## src/rtl/rf_pkg.sv

```systemverilog
// Shared constants, types and helper functions for the multi-port register file.
package rf_pkg;

    localparam int unsigned DEF_DATA_W = 32;
    localparam int unsigned DEF_ADDR_W = 5;

    // Helper functions operate on fixed maximum-width vectors; callers zero-pad.
    localparam int unsigned MAX_WR     = 2;
    localparam int unsigned MAX_ADDR_W = 8;
    localparam int unsigned MAX_DEPTH  = 2 ** MAX_ADDR_W;
    localparam int unsigned WR_IDX_W   = 1;

    typedef struct packed {
        logic                hit;
        logic [WR_IDX_W-1:0] idx;
    } wr_sel_t;

    // Highest-index enabled write port whose address matches addr.
    function automatic wr_sel_t rf_wr_select(
        input logic [MAX_WR-1:0]            en,
        input logic [MAX_WR*MAX_ADDR_W-1:0] addrs,
        input logic [MAX_ADDR_W-1:0]        addr
    );
        wr_sel_t s;
        s.hit = 1'b0;
        s.idx = '0;
        for (int unsigned w = 0; w < MAX_WR; w++) begin
            if (en[w] && (addrs[w*MAX_ADDR_W +: MAX_ADDR_W] == addr)) begin
                s.hit = 1'b1;
                s.idx = w[WR_IDX_W-1:0];
            end
        end
        return s;
    endfunction

    // Number of set bits in a pending vector.
    function automatic logic [MAX_ADDR_W:0] rf_popcount(input logic [MAX_DEPTH-1:0] v);
        logic [MAX_ADDR_W:0] c;
        c = '0;
        for (int unsigned i = 0; i < MAX_DEPTH; i++) begin
            c = c + {{MAX_ADDR_W{1'b0}}, v[i]};
        end
        return c;
    endfunction

endpackage

```

## src/rtl/rf_scoreboard.sv

```systemverilog
// Per-register pending bits for RAW-hazard stalls, with registered popcount.
module rf_scoreboard
    import rf_pkg::*;
#(
    parameter int unsigned ADDR_W   = DEF_ADDR_W,
    parameter int unsigned N_WR     = 2,
    parameter int unsigned ZERO_REG = 1
) (
    input  logic                     RF_clk,
    input  logic                     RF_rst,
    input  logic [N_WR-1:0]          wr_en,
    input  logic [N_WR*ADDR_W-1:0]   wr_addr,
    input  logic                     issue_en,
    input  logic [ADDR_W-1:0]        issue_addr,
    output logic [2**ADDR_W-1:0]     pending,
    output logic [ADDR_W:0]          pending_cnt
);

    localparam int unsigned DEPTH = 2 ** ADDR_W;

    logic [DEPTH-1:0]      pending_nxt;
    logic [MAX_DEPTH-1:0]  pending_pad;
    logic [MAX_ADDR_W:0]   cnt_wide;

    // Writes clear, then issue sets: the newer producer wins on a same-address collision.
    always_comb begin
        pending_nxt = pending;
        for (int unsigned w = 0; w < N_WR; w++) begin
            if (wr_en[w]) begin
                pending_nxt[wr_addr[w*ADDR_W +: ADDR_W]] = 1'b0;
            end
        end
        if (issue_en) begin
            pending_nxt[issue_addr] = 1'b1;
        end
        if (ZERO_REG != 0) begin
            pending_nxt[0] = 1'b0;
        end
    end

    // Count computed on the next-state vector so it updates together with the bits.
    always_comb begin
        pending_pad = '0;
        pending_pad[DEPTH-1:0] = pending_nxt;
        cnt_wide = rf_popcount(pending_pad);
    end

    // Pending vector and count registers.
    always_ff @(posedge RF_clk) begin
        if (RF_rst) begin
            pending     <= '0;
            pending_cnt <= '0;
        end else begin
            pending     <= pending_nxt;
            pending_cnt <= cnt_wide[ADDR_W:0];
        end
    end

endmodule

```

## src/rtl/reg_file_mp.sv

```systemverilog
// Parametrised multi-port register file with optional zero register, write bypass
// and pending-producer scoreboard.
module reg_file_mp
    import rf_pkg::*;
#(
    parameter int unsigned DATA_W   = DEF_DATA_W,
    parameter int unsigned ADDR_W   = DEF_ADDR_W,
    parameter int unsigned N_RD     = 2,
    parameter int unsigned N_WR     = 2,
    parameter int unsigned BYPASS   = 1,
    parameter int unsigned ZERO_REG = 1
) (
    input  logic                     RF_clk,
    input  logic                     RF_rst,
    input  logic [N_RD*ADDR_W-1:0]   RF_rd_addr,
    output logic [N_RD*DATA_W-1:0]   RF_rd_data,
    output logic [N_RD-1:0]          RF_rd_busy,
    input  logic [N_WR-1:0]          RF_wr_en,
    input  logic [N_WR*ADDR_W-1:0]   RF_wr_addr,
    input  logic [N_WR*DATA_W-1:0]   RF_wr_data,
    input  logic                     RF_issue_en,
    input  logic [ADDR_W-1:0]        RF_issue_addr,
    output logic [ADDR_W:0]          RF_pending_cnt
);

    localparam int unsigned DEPTH = 2 ** ADDR_W;

    logic [DATA_W-1:0]            mem [DEPTH];
    logic [DEPTH-1:0]             pending;
    logic [MAX_WR-1:0]            en_pad;
    logic [MAX_WR*MAX_ADDR_W-1:0] waddr_pad;
    logic [DATA_W-1:0]            wd_pad [MAX_WR];

    // Zero-pad the write ports to the fixed widths used by rf_wr_select.
    always_comb begin
        en_pad    = '0;
        waddr_pad = '0;
        for (int unsigned w = 0; w < MAX_WR; w++) begin
            wd_pad[w] = '0;
            if (w < N_WR) begin
                en_pad[w] = RF_wr_en[w];
                waddr_pad[w*MAX_ADDR_W +: ADDR_W] = RF_wr_addr[w*ADDR_W +: ADDR_W];
                wd_pad[w] = RF_wr_data[w*DATA_W +: DATA_W];
            end
        end
    end

    // Storage update; ports applied in ascending order so the highest index wins.
    always_ff @(posedge RF_clk) begin
        if (RF_rst) begin
            for (int unsigned i = 0; i < DEPTH; i++) begin
                mem[i] <= '0;
            end
        end else begin
            for (int unsigned w = 0; w < N_WR; w++) begin
                if (RF_wr_en[w] &&
                    !((ZERO_REG != 0) && (RF_wr_addr[w*ADDR_W +: ADDR_W] == '0))) begin
                    mem[RF_wr_addr[w*ADDR_W +: ADDR_W]] <= RF_wr_data[w*DATA_W +: DATA_W];
                end
            end
        end
    end

    rf_scoreboard #(
        .ADDR_W   (ADDR_W),
        .N_WR     (N_WR),
        .ZERO_REG (ZERO_REG)
    ) u_scoreboard (
        .RF_clk      (RF_clk),
        .RF_rst      (RF_rst),
        .wr_en       (RF_wr_en),
        .wr_addr     (RF_wr_addr),
        .issue_en    (RF_issue_en),
        .issue_addr  (RF_issue_addr),
        .pending     (pending),
        .pending_cnt (RF_pending_cnt)
    );

    for (genvar k = 0; k < N_RD; k++) begin : g_rd
        logic [ADDR_W-1:0]     raddr;
        logic [MAX_ADDR_W-1:0] raddr_pad;
        wr_sel_t               sel;
        logic                  is_zero;
        logic [DATA_W-1:0]     data;
        logic                  busy;

        // Read mux: zero register, then same-cycle bypass, then stored value.
        always_comb begin
            raddr     = RF_rd_addr[k*ADDR_W +: ADDR_W];
            raddr_pad = '0;
            raddr_pad[ADDR_W-1:0] = raddr;
            sel     = rf_wr_select(en_pad, waddr_pad, raddr_pad);
            is_zero = (ZERO_REG != 0) && (raddr == '0);
            data    = mem[raddr];
            busy    = pending[raddr];
            if (is_zero) begin
                data = '0;
                busy = 1'b0;
            end else if ((BYPASS != 0) && sel.hit) begin
                data = wd_pad[sel.idx];
                busy = RF_issue_en && (RF_issue_addr == raddr);
            end
        end

        assign RF_rd_data[k*DATA_W +: DATA_W] = data;
        assign RF_rd_busy[k]                  = busy;
    end

endmodule
```

## config.mk

```make
export PLATFORM = sky130hd
export DESIGN_NAME = reg_file_mp
export DESIGN_NICKNAME = d
export VERILOG_FILES = /design/src/rtl/rf_pkg.sv /design/src/rtl/rf_scoreboard.sv /design/src/rtl/reg_file_mp.sv
export SDC_FILE = /design/constraint.sdc
export NUM_CORES = 2
export LEC_CHECK = 0
export CAP_MARGIN = 15
export CORE_ASPECT_RATIO = 0.5
export CORE_MARGIN = 4
export CORE_UTILIZATION = 29
export DETAILED_ROUTE_END_ITERATION = 12
export GPL_TIMING_DRIVEN = 0
export PLACE_DENSITY_LB_ADDON = 0.15
export REMOVE_ABC_BUFFERS = 1
export SLEW_MARGIN = 20
export SYNTH_ARGS = -nofsm -noshare
export SYNTH_HDL_FRONTEND = slang
export SYNTH_SLANG_ARGS = --single-unit
```

## constraint.sdc

```tcl
create_clock -name RF_clk -period 5.6 [get_ports RF_clk]
set_clock_uncertainty 0.05 [all_clocks]
set_input_delay 0.56 -clock RF_clk [delete_from_list [all_inputs] [get_ports RF_clk]]
set_output_delay 0.56 -clock RF_clk [all_outputs]
set_load 0.03 [all_outputs]
```

==> results.toml <==
[outcome]
result_of_the_run = "complete, no violations"

[sta]
worst_slew_margin_relative_to_its_limit_pct = 27.0
fmaxAchievable_mhz = 183
max_slew_violation_total_from_the_final_report = 0
hold_viol_final = 0
holdWs_ns = 0.113
setup_violations = 0
timing_worst_slew_pin_value_ns = 1.09
layout_worst_path_cycle_share_pct = 97.8
period_needed_ns = 5.48

[power]
max-vdd-ir-drop_mv = 0.240
leakage_nw = 26.6
p_total_mw = 20.5
pd_cells_mw_per_mm2 = 266

[synth]
post_synth_main_area_contributors = "sky130_fd_sc_hd__edfxtp_1 (48%), sky130_fd_sc_hd__a22o_1 (14%), sky130_fd_sc_hd__mux4_2 (9.6%)"
synth_cells = 4925
count_of_yosys_warnings_during_synthesis = 0
synth_seq_cells = 1061
ys_seq_area_share_pct = 48.8
synth.largest_area_cell = "sky130_fd_sc_hd__edfxtp_1"
average_instance_area_after_synthesis_um2 = 13.1
async_reset_ff_share_pct = 0
yosys_most_used_dff = "sky130_fd_sc_hd__edfxtp_1"
synthDistinctLibCells = 70
synth-edff-count = 1024
mappedNetlistArea_mm2 = 0.0645
synth_top_cell_area_share_pct = 47.6

[clock_tree]
cts_htree_levels = 3
cts-hold-fix-buffers = 0
tritoncts = "done"
clkLatencyLatePin_ns = 0.77
max_clock_buf_depth = 3
cts.root.buffer_cell = "sky130_fd_sc_hd__clkbuf_16"
number_of_cts_inserted_buffers = 116
clock-sinks = 1061
path_clk_slew_ns = 0.06

[placement]
dp.final_hpwl_mm = 207
io_buffer_count = 165
numPlacedInstances = 7648
gpl.final_weighted_congestion = 0.867
dpl-instance-area_mm2 = 0.0732

[floorplan]
chipHeight_um = 342
design.die.area_mm2 = 0.231
ios = 166
initial_util_pct = 29.2
placement_row_count = 122
coreArea_mm2 = 0.221
die-width_um = 675

[cells_and_area]
finish.net_count = 4931
layout_commonest_cell = "sky130_fd_sc_hd__edfxtp_1"
most-common-layout-cells = "sky130_fd_sc_hd__edfxtp_1 (1024), sky130_fd_sc_hd__a22o_1 (1005), sky130_fd_sc_hd__mux2i_1 (503)"
post_layout_nonfiller_instances = 7884
area_delta_synth_final_pct = 19.4
layout-drive-gt1-share_pct = 21.2
layout.cell_area.non_filler_mm2 = 0.0770

[drt]
detail_route.wl_per_cell_um = 38.8
topRoutingLayerUsed = "met5"
num_vias = 50500
drt_wl_total_mm = 306
route.detailed.drc = 0
initial_detailed_routing_violation_count = 6716
post_drt_via_cell_ratio = 6.40
drt-pass1-iter-count = 6
postRouteAntennaNets = 0
wirelength_met1_mm = 127
met3WireLength_mm = 34.0
met2_length_mm = 134

[grt]
grt_max_degree = 84
number_of_antenna_violations_at_the_first_check_in_global_routing = 29
grt-ovfl-total = 0
grt_first_pass_wirelength_mm = 416
gr-usage-all-layers_pct = 25.7
first_global_vias = 49800

[worst_setup_path]
critical_path.startpoint_type = "primary input"
cp_capture_type = "flop"
critPathRequiredTime_ns = 6.24
worst_path_largest_cell_delay_ns = 0.51
path_cells = "clkbuf_4, and2b_2, and2_4, nand2_2, a32o_2, ha_1, inv_1, fa_1, inv_1, fa_1, inv_1, fa_1, fa_1, fa_1, inv_1, fa_1, ha_2, inv_1, fa_2, inv_1, a21o_1, a21oi_2, xor2_2, nor2_2"
cp_data_arrival_time_ns = 6.11
criticalPathCategory = "in2reg"
critical_path.slowest_cell = "sky130_fd_sc_hd__fa_1"
critical_path_peak_fanout = 8
r2r_setup_slack_ns = 0.26

[job]
cap_viol_max_count = 0

[hold_path]
min-delay-path-class = "in2reg"
==> metrics by stage <==
step	setup slack, ns	setup TNS (ns)	utilization (%)
final	0.124	0	34.8
after global routing	-0.0112	-0.0112	34.8
after global placement	-30.18	-	30.0
after detailed placement	-2.04	-10.04	33.1
after CTS	0.0304	0	34.8
after floorplan	-0.260	-0.309	-
==> cell usage after synthesis (all sizes together) (2+ instances only) <==
| cell | number |
|---|---|
| a22o | 1005 |
| a211oi | 128 |
| xor2 | 18 |
| dfxtp | 37 |
| edfxtp | 1024 |
| and2 | 9 |
| a21oi | 101 |
| nand2b | 5 |
| and3b | 4 |
| mux2i | 503 |
| o2111ai | 2 |
| nand3 | 137 |
| or2 | 7 |
| nor3b | 10 |
| or3b | 3 |
| nor2 | 85 |
| and2b | 3 |
| mux4 | 274 |
| nand2 | 64 |
| a22oi | 196 |
| and3 | 9 |
| or3 | 9 |
| mux2 | 5 |
| fa | 23 |
| inv | 39 |
| o221ai | 63 |
| o211ai | 2 |
| nand3b | 4 |
| ha | 9 |
| nor4 | 7 |
| a2111oi | 5 |
| a41oi | 62 |
| o21ai | 4 |
| a211o | 84 |
| a221oi | 2 |
| buf | 352 |
| nor2b | 154 |
| nand4 | 3 |
| a21o | 2 |
| nor3 | 36 |
| clkbuf | 408 |
| a32o | 4 |
| xnor2 | 14 |
==> path summary, 6_finish.rpt <==
kind | startpoint | to | depth (start not counted)
worst max-delay path | RF_wr_addr[0] | u_scoreboard.pending_cnt[4] | 24
worst min-delay path | RF_wr_data[12] | mem[2][12] | 2
worst max register to register | u_scoreboard.pending[2] | u_scoreboard.pending_cnt[4] | 20
worst min register to register | u_scoreboard.pending[13] | u_scoreboard.pending[13] | 2
==> area by class of cell <==
class	instances	area, µm²
Antenna cell	8	20.0
Clock buffer	164	3220
Clock inverter	49	307
Fill cell	21300	144000
Inverter	39	146
Multi-Input combinational cell	3096	30300
Sequential cell	1061	31500
Tap cell	2976	3720
Timing Repair Buffer	491	7820
==> kinds of logic after synthesis <==
group	synth area share, %
other	0.00581
AND/OR/NAND/NOR	4.90
multiplexers	17.4
adder cells (fa/ha/maj)	0.888
buffers and inverters	5.80
AO/OA/AOI/OAI	21.7
flip-flops	48.8
XOR/XNOR	0.434
==> power breakdown <==
group | leakage [nW] | internal, mW | switching, mW | total [mW]
clock network | 1.73 | 4.06 | 3.44 | 7.50
logic | 14.8 | 1.32 | 2.29 | 3.61
registers | 10.1 | 9.17 | 0.222 | 9.39
total | 26.6 | 14.5 | 5.95 | 20.5
==> worst max-delay path: cells and delay by family <==
family	cells	cell delay (ns)
adder cells (fa/ha/maj)	9	3.75
AO/OA/AOI/OAI	3	0.47
buffers and inverters	7	0.51
XOR/XNOR	1	0.16
AND/OR/NAND/NOR	4	0.63
==> metal layers <==
layer	track usage, %	up-vias
met3	7.22	587
met1	35.5	26700
li1	-	19900
met5	0	-
met2	39.2	3246
met4	7.72	14
==> state kept, by name, indices dropped and copies added (netlist names) <==
register and flops:
u_scoreboard.pending 31, u_scoreboard.pending_cnt 6, mem 1024
==> timing repair <==
action | CTS | global route
pin swaps | 7 | 7
gates resized for setup | 111 | 22
buffers inserted | 10 | 5
endpoints found under the hold margin | 0 | 0
endpoints found under the setup margin | 6 | 1
Power figures use the tool's default switching activity.
